==> src/rtl/crc8_byte_step.sv <==
// One byte of MSB-first CRC-8 long division: rem_out = step8(rem_in ^ byte_in).
module crc8_byte_step #(
    parameter logic [7:0] POLY = 8'h07
) (
    input  logic [7:0] rem_in,
    input  logic [7:0] byte_in,
    output logic [7:0] rem_out
);

    logic [7:0] crc_s;

    // Eight shift/conditional-XOR steps, earliest bit first.
    always_comb begin
        crc_s = rem_in ^ byte_in;
        for (int i = 0; i < 8; i++) begin
            if (crc_s[7]) begin
                crc_s = {crc_s[6:0], 1'b0} ^ POLY;
            end else begin
                crc_s = {crc_s[6:0], 1'b0};
            end
        end
        rem_out = crc_s;
    end

endmodule

==> config.mk <==
export PLATFORM = sky130hd
export DESIGN_NAME = crc8_byte_step
export DESIGN_NICKNAME = d
export VERILOG_FILES = /design/src/rtl/crc8_byte_step.sv
export SDC_FILE = /design/constraint.sdc
export NUM_CORES = 1
export LEC_CHECK = 0
export ABC_CLOCK_PERIOD_IN_PS = 1100
export BUFFER_PORTS_ARGS = -buffer_cell sky130_fd_sc_hd__buf_2
export CORE_AREA = 2 2 39 41
export DETAILED_ROUTE_END_ITERATION = 10
export DIE_AREA = 0 0 41 43
export MAX_ROUTING_LAYER = met4
export PLACE_DENSITY = 0.48
export REMOVE_ABC_BUFFERS = 1
export SLEW_MARGIN = 20
export SYNTH_ARGS = -nofsm -noshare
export SYNTH_HDL_FRONTEND = slang
export SYNTH_SLANG_ARGS = --single-unit
==> constraint.sdc <==
create_clock -name vclk -period 1.1
set_input_delay 0.11 -clock vclk [all_inputs]
set_output_delay 0.11 -clock vclk [all_outputs]
set_load 0.02 [all_outputs]
==> Word-level counts from Yosys, hierarchy flattened <==
Cells that the tools add are included.
{ "word_totals": {"reg_bits": 0, "input_bits": 16, "out_inout_bits": 8, "wordCells": 17} }
{ "classes": {"n_mux": 8, "bitwise": 9} }
{ "op_table": {"columns": ["cell", "n"], "rows": [
  ["3-bit two-way mux", 8],
  ["3-bit NOT", 8],
  ["8-bit XOR", 1]
]} }

==> Logic depth before layout (Yosys ltp) <==
Gate-level depths: netlist (run 1).
{ "logic_depth": {"depth_word": 17, "ltp_mapped": 3, "ltp_nobuf": 3} }

==> Least setup slack after synthesis (run 1) <==
No wires, ideal clock.
{ "synth_path": {"path_type": "input port to output port", "from": "input port byte_in[5]", "to": "output port rem_out[6]", "t_arrival_ns": 0.980, "required_time_ns": 0.990, "slack_ns": 0.010, "path_stages": 3, "path_buffers": 0, "path_cell_list": "xnor2_1 xor2_1 xor2_1"} }
{ "synth_via": {"elab_chain_cells": 4} }
{ "synth_lines": {"columns": ["element", "line_no", "rtl"], "rows": [
  ["start, declared", "6", "input logic [7:0] byte_in,"],
  ["8-bit XOR *", "14", "crc_s = rem_in ^ byte_in;"],
  ["3-bit two-way mux *", "16", "if (crc_s[7]) begin"],
  ["3-bit NOT (no line)", null, null],
  ["3-bit two-way mux *", "16", null],
  ["end, declared", "7", "output logic [7:0] rem_out"]
]} }
Mark *: on every way between the ends. The rest lies on a longest branch, timed or not.

==> Worst setup path after layout (run 1) <==
{ "layout_path": {"from": "input port rem_in[4]", "to": "output port rem_out[5]"} }
{ "layout_via": {"elab_chain_cells": 4} }
{ "layout_lines": {"columns": ["element", "line_no", "rtl"], "rows": [
  ["start, declared", "5", "input logic [7:0] rem_in,"],
  ["8-bit XOR *", "14", null],
  ["3-bit two-way mux *", "16", null],
  ["3-bit NOT (no line)", null, null],
  ["3-bit two-way mux *", "16", null]
]} }
Marked as above.

==> flow_results.xml, run 1 <==
<?xml version="1.0" encoding="UTF-8"?>
<metrics>
  <group name="route">
    <metric name="wl_per_cell" unit="um">8.59</metric>
    <metric name="detailedRoute.firstIterationViolations" unit="">1</metric>
    <metric name="count_of_antenna_violating_nets_left_after_detailed_routing" unit="">0</metric>
    <metric name="detail_route.vias_per_cell" unit="">3.59</metric>
    <metric name="dr.pass1.iters" unit="">4</metric>
    <metric name="wl" unit="um">601</metric>
    <metric name="route.detailed.drc" unit="">0</metric>
    <metric name="detailroute.via_count" unit="">251</metric>
  </group>
  <group name="status">
    <metric name="violations" unit="">setup timing</metric>
    <metric name="result_of_the_run" unit="">finished with violations</metric>
  </group>
  <group name="critical_path">
    <metric name="worst-path-stages" unit="">6</metric>
    <metric name="cp.buffers_inverters" unit="">3</metric>
    <metric name="arrival" unit="ns">1.03</metric>
    <metric name="critical_path.max_fanout" unit="">2</metric>
    <metric name="timing.critical_path.from_type" unit="">input port</metric>
    <metric name="critical_path.cell_chain" unit="">buf_6 -&gt; xnor2_2 -&gt; xor2_1 -&gt; buf_4 -&gt; xnor2_2 -&gt; buf_4</metric>
    <metric name="worst_ep_required_time" unit="ns">0.99</metric>
    <metric name="timing.critical_path.slowest_stage_cell" unit="">xor2_1</metric>
    <metric name="crit_path_max_cell_delay" unit="ns">0.20</metric>
    <metric name="worst_path_dominant_cell_family" unit="">XOR/XNOR gates</metric>
    <metric name="worst_setup_path_end_kind" unit="">output pin</metric>
    <metric name="criticalPathCategory" unit="">in2out</metric>
  </group>
  <group name="placed_design">
    <metric name="placement.setup.worst_slack" unit="ns">-0.105</metric>
    <metric name="place.port_buffers" unit="">24</metric>
    <metric name="detailed_place.area" unit="um^2">377</metric>
    <metric name="placed_cells_incl_taps" unit="">68</metric>
    <metric name="gp_congestion" unit="">0.602</metric>
  </group>
  <group name="layout">
    <metric name="final_cell_area" unit="um^2">567</metric>
    <metric name="final_core_util" unit="%">41.0</metric>
    <metric name="seq_cells" unit="">0</metric>
    <metric name="filler_cell_count" unit="">150</metric>
    <metric name="clockBufferCount" unit="">0</metric>
    <metric name="num_antenna_cells" unit="">0</metric>
    <metric name="share_of_final_layout_standard_cells_stronger_than_drive_strength_1" unit="%">83.3</metric>
    <metric name="seq_area" unit="um^2">0</metric>
    <metric name="final_nets" unit="">72</metric>
    <metric name="flow.area_growth_from_synthesis" unit="%">208</metric>
    <metric name="fin_cells" unit="">70</metric>
  </group>
  <group name="floorplan">
    <metric name="die_width" unit="um">41</metric>
    <metric name="start_util" unit="%">13.3</metric>
    <metric name="height_of_the_die" unit="um">43</metric>
    <metric name="core_area" unit="mm^2">0.00138</metric>
    <metric name="design.portCount" unit="">24</metric>
    <metric name="die_area" unit="mm^2">0.00176</metric>
    <metric name="placementRows" unit="">14</metric>
  </group>
  <group name="timing">
    <metric name="finalSetupViolCount" unit="">2</metric>
    <metric name="min_period" unit="ns">1.14</metric>
    <metric name="final.hold.worst_slack" unit="ns">0.737</metric>
    <metric name="tightestPinTransition" unit="ns">0.210</metric>
    <metric name="grt_setup_unrepaired" unit="">yes</metric>
    <metric name="finalMaxSlewViolations" unit="">0</metric>
    <metric name="fin_ws" unit="ns">-0.0377</metric>
    <metric name="timing.slew.headroom" unit="%">85.9</metric>
    <metric name="clock.fmax" unit="GHz">0.879</metric>
    <metric name="final_sum_of_negative_setup_slack" unit="ns">-0.0679</metric>
    <metric name="timing.final.crit_share" unit="%">103</metric>
    <metric name="hold_viol" unit="">0</metric>
  </group>
  <group name="min_path">
    <metric name="hold_path_depth" unit="">5</metric>
    <metric name="hp-class" unit="">in2out</metric>
  </group>
  <group name="power_and_ir_drop">
    <metric name="power" unit="mW">0.633</metric>
    <metric name="max-vdd-ir-drop" unit="mV">0.290</metric>
    <metric name="power_density" unit="mW/mm^2">1120</metric>
    <metric name="static-leakage-power" unit="nW">0.274</metric>
  </group>
  <group name="global_routing">
    <metric name="grt_remaining_overflow" unit="">0</metric>
    <metric name="first_pass_grt_wire_length" unit="um">772</metric>
    <metric name="pin_count_of_the_biggest_net_entering_global_routing" unit="">4</metric>
    <metric name="grtUsageTotal" unit="%">6.08</metric>
    <metric name="grt_pass1_vias" unit="">202</metric>
    <metric name="antenna_found_initial" unit="">0</metric>
  </group>
  <group name="synth">
    <metric name="synth_adder_area_share" unit="%">0</metric>
    <metric name="synthesis.area" unit="um^2">184</metric>
    <metric name="synth_xor_area_share" unit="%">100</metric>
    <metric name="synthesis.area_per_instance" unit="um^2">8.76</metric>
    <metric name="ys_seq_area_share" unit="%">0</metric>
    <metric name="main_combinational_cell_family_by_area_after_synthesis" unit="">XOR/XNOR gates</metric>
    <metric name="synthMuxAreaShare" unit="%">0</metric>
    <metric name="synth_cells" unit="">21</metric>
    <metric name="synth_cell_type_count" unit="">2</metric>
    <metric name="synth_simple_gate_area_share" unit="%">0</metric>
    <metric name="synth_compound_gate_area_share" unit="%">0</metric>
    <metric name="synth-warning-count" unit="">0</metric>
  </group>
  <group name="flow_run">
    <metric name="cap_violations" unit="">0</metric>
  </group>
</metrics>
cell families after synthesis:
group	after synthesis
xor+xnor	21
final timing paths:
path | from | end | slack (ns)
worst min-delay path | rem_in[5] | rem_out[5] | 0.74
worst max-delay path | rem_in[4] | rem_out[5] | -0.04
power breakdown:
group | leakage [nW] | switching [mW] | total, mW | internal (mW)
combinational | 0.274 | 0.299 | 0.633 | 0.333
clock | 0 | 0 | 0 | 0
sequential | 0 | 0 | 0 | 0
placed cells by master, fill, tap and decap left out:
cell     count
buf_8        2
buf_6        4
buf_4       16
xnor2_1      6
buf_2       11
xnor2_2      8
xor2_2       2
xnor2_4      1
xor2_1       3
xor2_4       1
repair_timing:
action	in CTS	in global routing
setup endpoints to repair	8	8
setup buffers	1	1
hold buffers	0	0
pin swaps	7	6
gates resized for setup	14	16
synth_stat cells, drive strengths merged:
cell type  instances  area share [%]
xnor2             15              71
xor2               6              29
layout make-up:
class	instances	area (um^2)	area share [%]
Multi-Input combinational cell	21	297	52.3
Timing Repair Buffer	33	250	44.2
Tap cell	16	20.0	3.53
metal layers:
layer,share of wire (%),vias to the layer above,wire (um),GRT usage (%)
met5,0,-,0,-
met3,6.7,0,40,0
met4,0,0,0,0
met1,26,115,159,6.47
li1,-,126,-,-
met2,67,10,402,12.2
(Power assumes the default switching activity.)
==> run 2: changes to the inputs <==
Settings changed: SKIP_LAST_GASP set to 1.
==> flow_results.xml, run 2 (synthesis gave the netlist of run 1 again) <==
<?xml version="1.0" encoding="UTF-8"?>
<metrics>
  <group name="status">
    <metric name="result_of_the_run" unit="">finished with violations</metric>
    <metric name="violations" unit="">setup timing</metric>
  </group>
  <group name="route">
    <metric name="dr.max_layer_used" unit="">met3</metric>
    <metric name="dr.pass1.iters" unit="">4</metric>
    <metric name="count_of_antenna_violating_nets_left_after_detailed_routing" unit="">0</metric>
    <metric name="wl_met3" unit="um">40</metric>
    <metric name="routedLengthMet1" unit="um">159</metric>
    <metric name="route.detailed.drc" unit="">0</metric>
    <metric name="routed-wl-met2" unit="um">402</metric>
    <metric name="detailroute.via_count" unit="">251</metric>
    <metric name="detail_route.vias_per_cell" unit="">3.59</metric>
    <metric name="wl" unit="um">602</metric>
    <metric name="wl_per_cell" unit="um">8.60</metric>
    <metric name="detailedRoute.firstIterationViolations" unit="">1</metric>
  </group>
  <group name="layout">
    <metric name="most-common-layout-cells" unit="">buf_4, buf_2, xnor2_2, xnor2_1, buf_6</metric>
    <metric name="fin_cells" unit="">70</metric>
    <metric name="final_cell_area" unit="um^2">563</metric>
    <metric name="final_nets" unit="">72</metric>
    <metric name="flow.area_growth_from_synthesis" unit="%">206</metric>
    <metric name="filler_cell_count" unit="">150</metric>
    <metric name="seq_cells" unit="">0</metric>
    <metric name="multi_input_area" unit="um^2">297</metric>
    <metric name="seq_area" unit="um^2">0</metric>
    <metric name="share_of_final_layout_standard_cells_stronger_than_drive_strength_1" unit="%">83.3</metric>
    <metric name="clockBufferCount" unit="">0</metric>
    <metric name="final_core_util" unit="%">40.7</metric>
    <metric name="num_antenna_cells" unit="">0</metric>
    <metric name="layout.cells.most_common" unit="">buf_4</metric>
  </group>
  <group name="timing">
    <metric name="grt_setup_unrepaired" unit="">yes</metric>
    <metric name="timing.final.crit_share" unit="%">103</metric>
    <metric name="finalSetupViolCount" unit="">2</metric>
    <metric name="final_sum_of_negative_setup_slack" unit="ns">-0.0679</metric>
    <metric name="hold_viol" unit="">0</metric>
    <metric name="finalMaxSlewViolations" unit="">0</metric>
    <metric name="clock.fmax" unit="GHz">0.879</metric>
    <metric name="min_period" unit="ns">1.14</metric>
    <metric name="final.hold.worst_slack" unit="ns">0.737</metric>
    <metric name="tightestPinTransition" unit="ns">0.210</metric>
    <metric name="timing.slew.headroom" unit="%">85.9</metric>
    <metric name="fin_ws" unit="ns">-0.0377</metric>
  </group>
  <group name="global_routing">
    <metric name="antenna_found_initial" unit="">0</metric>
    <metric name="first_pass_grt_wire_length" unit="um">772</metric>
    <metric name="grt_pass1_vias" unit="">202</metric>
    <metric name="grtUsageTotal" unit="%">6.08</metric>
    <metric name="pin_count_of_the_biggest_net_entering_global_routing" unit="">4</metric>
    <metric name="grt_remaining_overflow" unit="">0</metric>
  </group>
  <group name="min_path">
    <metric name="hp-class" unit="">in2out</metric>
  </group>
  <group name="placed_design">
    <metric name="placed_cells_incl_taps" unit="">68</metric>
    <metric name="place.port_buffers" unit="">24</metric>
    <metric name="gp_congestion" unit="">0.602</metric>
    <metric name="placement.setup.worst_slack" unit="ns">-0.105</metric>
    <metric name="detailed_place.area" unit="um^2">377</metric>
  </group>
  <group name="power_and_ir_drop">
    <metric name="share_comb_of_total_power" unit="%">100.0</metric>
    <metric name="share_seq_of_total_power" unit="%">0</metric>
    <metric name="netSwitchingPower" unit="mW">0.299</metric>
    <metric name="power_switching_share" unit="%">47.4</metric>
    <metric name="clock_power_share" unit="%">0</metric>
    <metric name="internal_power" unit="mW">0.332</metric>
    <metric name="power_density" unit="mW/mm^2">1120</metric>
    <metric name="max-vdd-ir-drop" unit="mV">0.290</metric>
    <metric name="static-leakage-power" unit="nW">0.272</metric>
    <metric name="power" unit="mW">0.631</metric>
  </group>
  <group name="floorplan">
    <metric name="core_area" unit="mm^2">0.00138</metric>
    <metric name="design.portCount" unit="">24</metric>
    <metric name="die_area" unit="mm^2">0.00176</metric>
    <metric name="die_width" unit="um">41</metric>
    <metric name="start_util" unit="%">13.3</metric>
    <metric name="placementRows" unit="">14</metric>
    <metric name="height_of_the_die" unit="um">43</metric>
  </group>
  <group name="critical_path">
    <metric name="worst_setup_path_end_kind" unit="">output pin</metric>
    <metric name="timing.critical_path.from_type" unit="">input port</metric>
    <metric name="criticalPathCategory" unit="">in2out</metric>
    <metric name="crit_path_max_cell_delay" unit="ns">0.20</metric>
    <metric name="critical_path.cell_chain" unit="">buf_6 -&gt; xnor2_2 -&gt; xor2_1 -&gt; buf_4 -&gt; xnor2_2 -&gt; buf_4</metric>
    <metric name="critical_path.max_fanout" unit="">2</metric>
    <metric name="timing.critical_path.slowest_stage_cell" unit="">xor2_1</metric>
    <metric name="arrival" unit="ns">1.03</metric>
    <metric name="worst_ep_required_time" unit="ns">0.99</metric>
  </group>
  <group name="flow_run">
    <metric name="cap_violations" unit="">0</metric>
  </group>
  <group name="clock_tree">
    <metric name="postCtsHoldBufs" unit="">0</metric>
  </group>
</metrics>
[run 2: cell counts in the layout (fill, tap and decap cells not counted)]
Identical to the previous run, type by type.
[run 2: path summary, 6_finish.rpt]
path,from,end,depth (start not counted),slack [ns]
max,rem_in[4],rem_out[5],6,-0.04
min,rem_in[5],rem_out[5],5,0.74
[run 2: power by group through the flow]
stage | clock, mW | combinational [mW] | sequential [mW]
floorplan | 0 | 0.293 | 0
global placement | 0 | 0.472 | 0
detailed placement | 0 | 0.474 | 0
CTS | 0 | 0.532 | 0
global route | 0 | 0.667 | 0
finish | 0 | 0.631 | 0
[run 2: area by class of cell]
type                            count  area share, %
Timing Repair Buffer               33           43.8
Tap cell                           16           3.56
Multi-Input combinational cell     21           52.7
[run 2: what timing repair did]
action / 4_1_cts / 5_1_grt
setup endpoints to repair: 8 / 8
setup buffers: 1 / 1
pin swaps: 7 / 6
gates resized for setup: 14 / 15
[run 2: critical path: cells and delay by family]
| kind | cells | cell delay (ns) |
|---|---|---|
| xor gates and xnor gates | 3 | 0.50 |
| buffers and inverters | 3 | 0.43 |
[run 2: metal layers]
| metal | global-route usage (%) | up-vias |
|---|---|---|
| li1 | - | 126 |
| met1 | 6.47 | 115 |
| met2 | 12.2 | 10 |
| met3 | 0 | 0 |
| met4 | 0 | 0 |
| met5 | - | - |
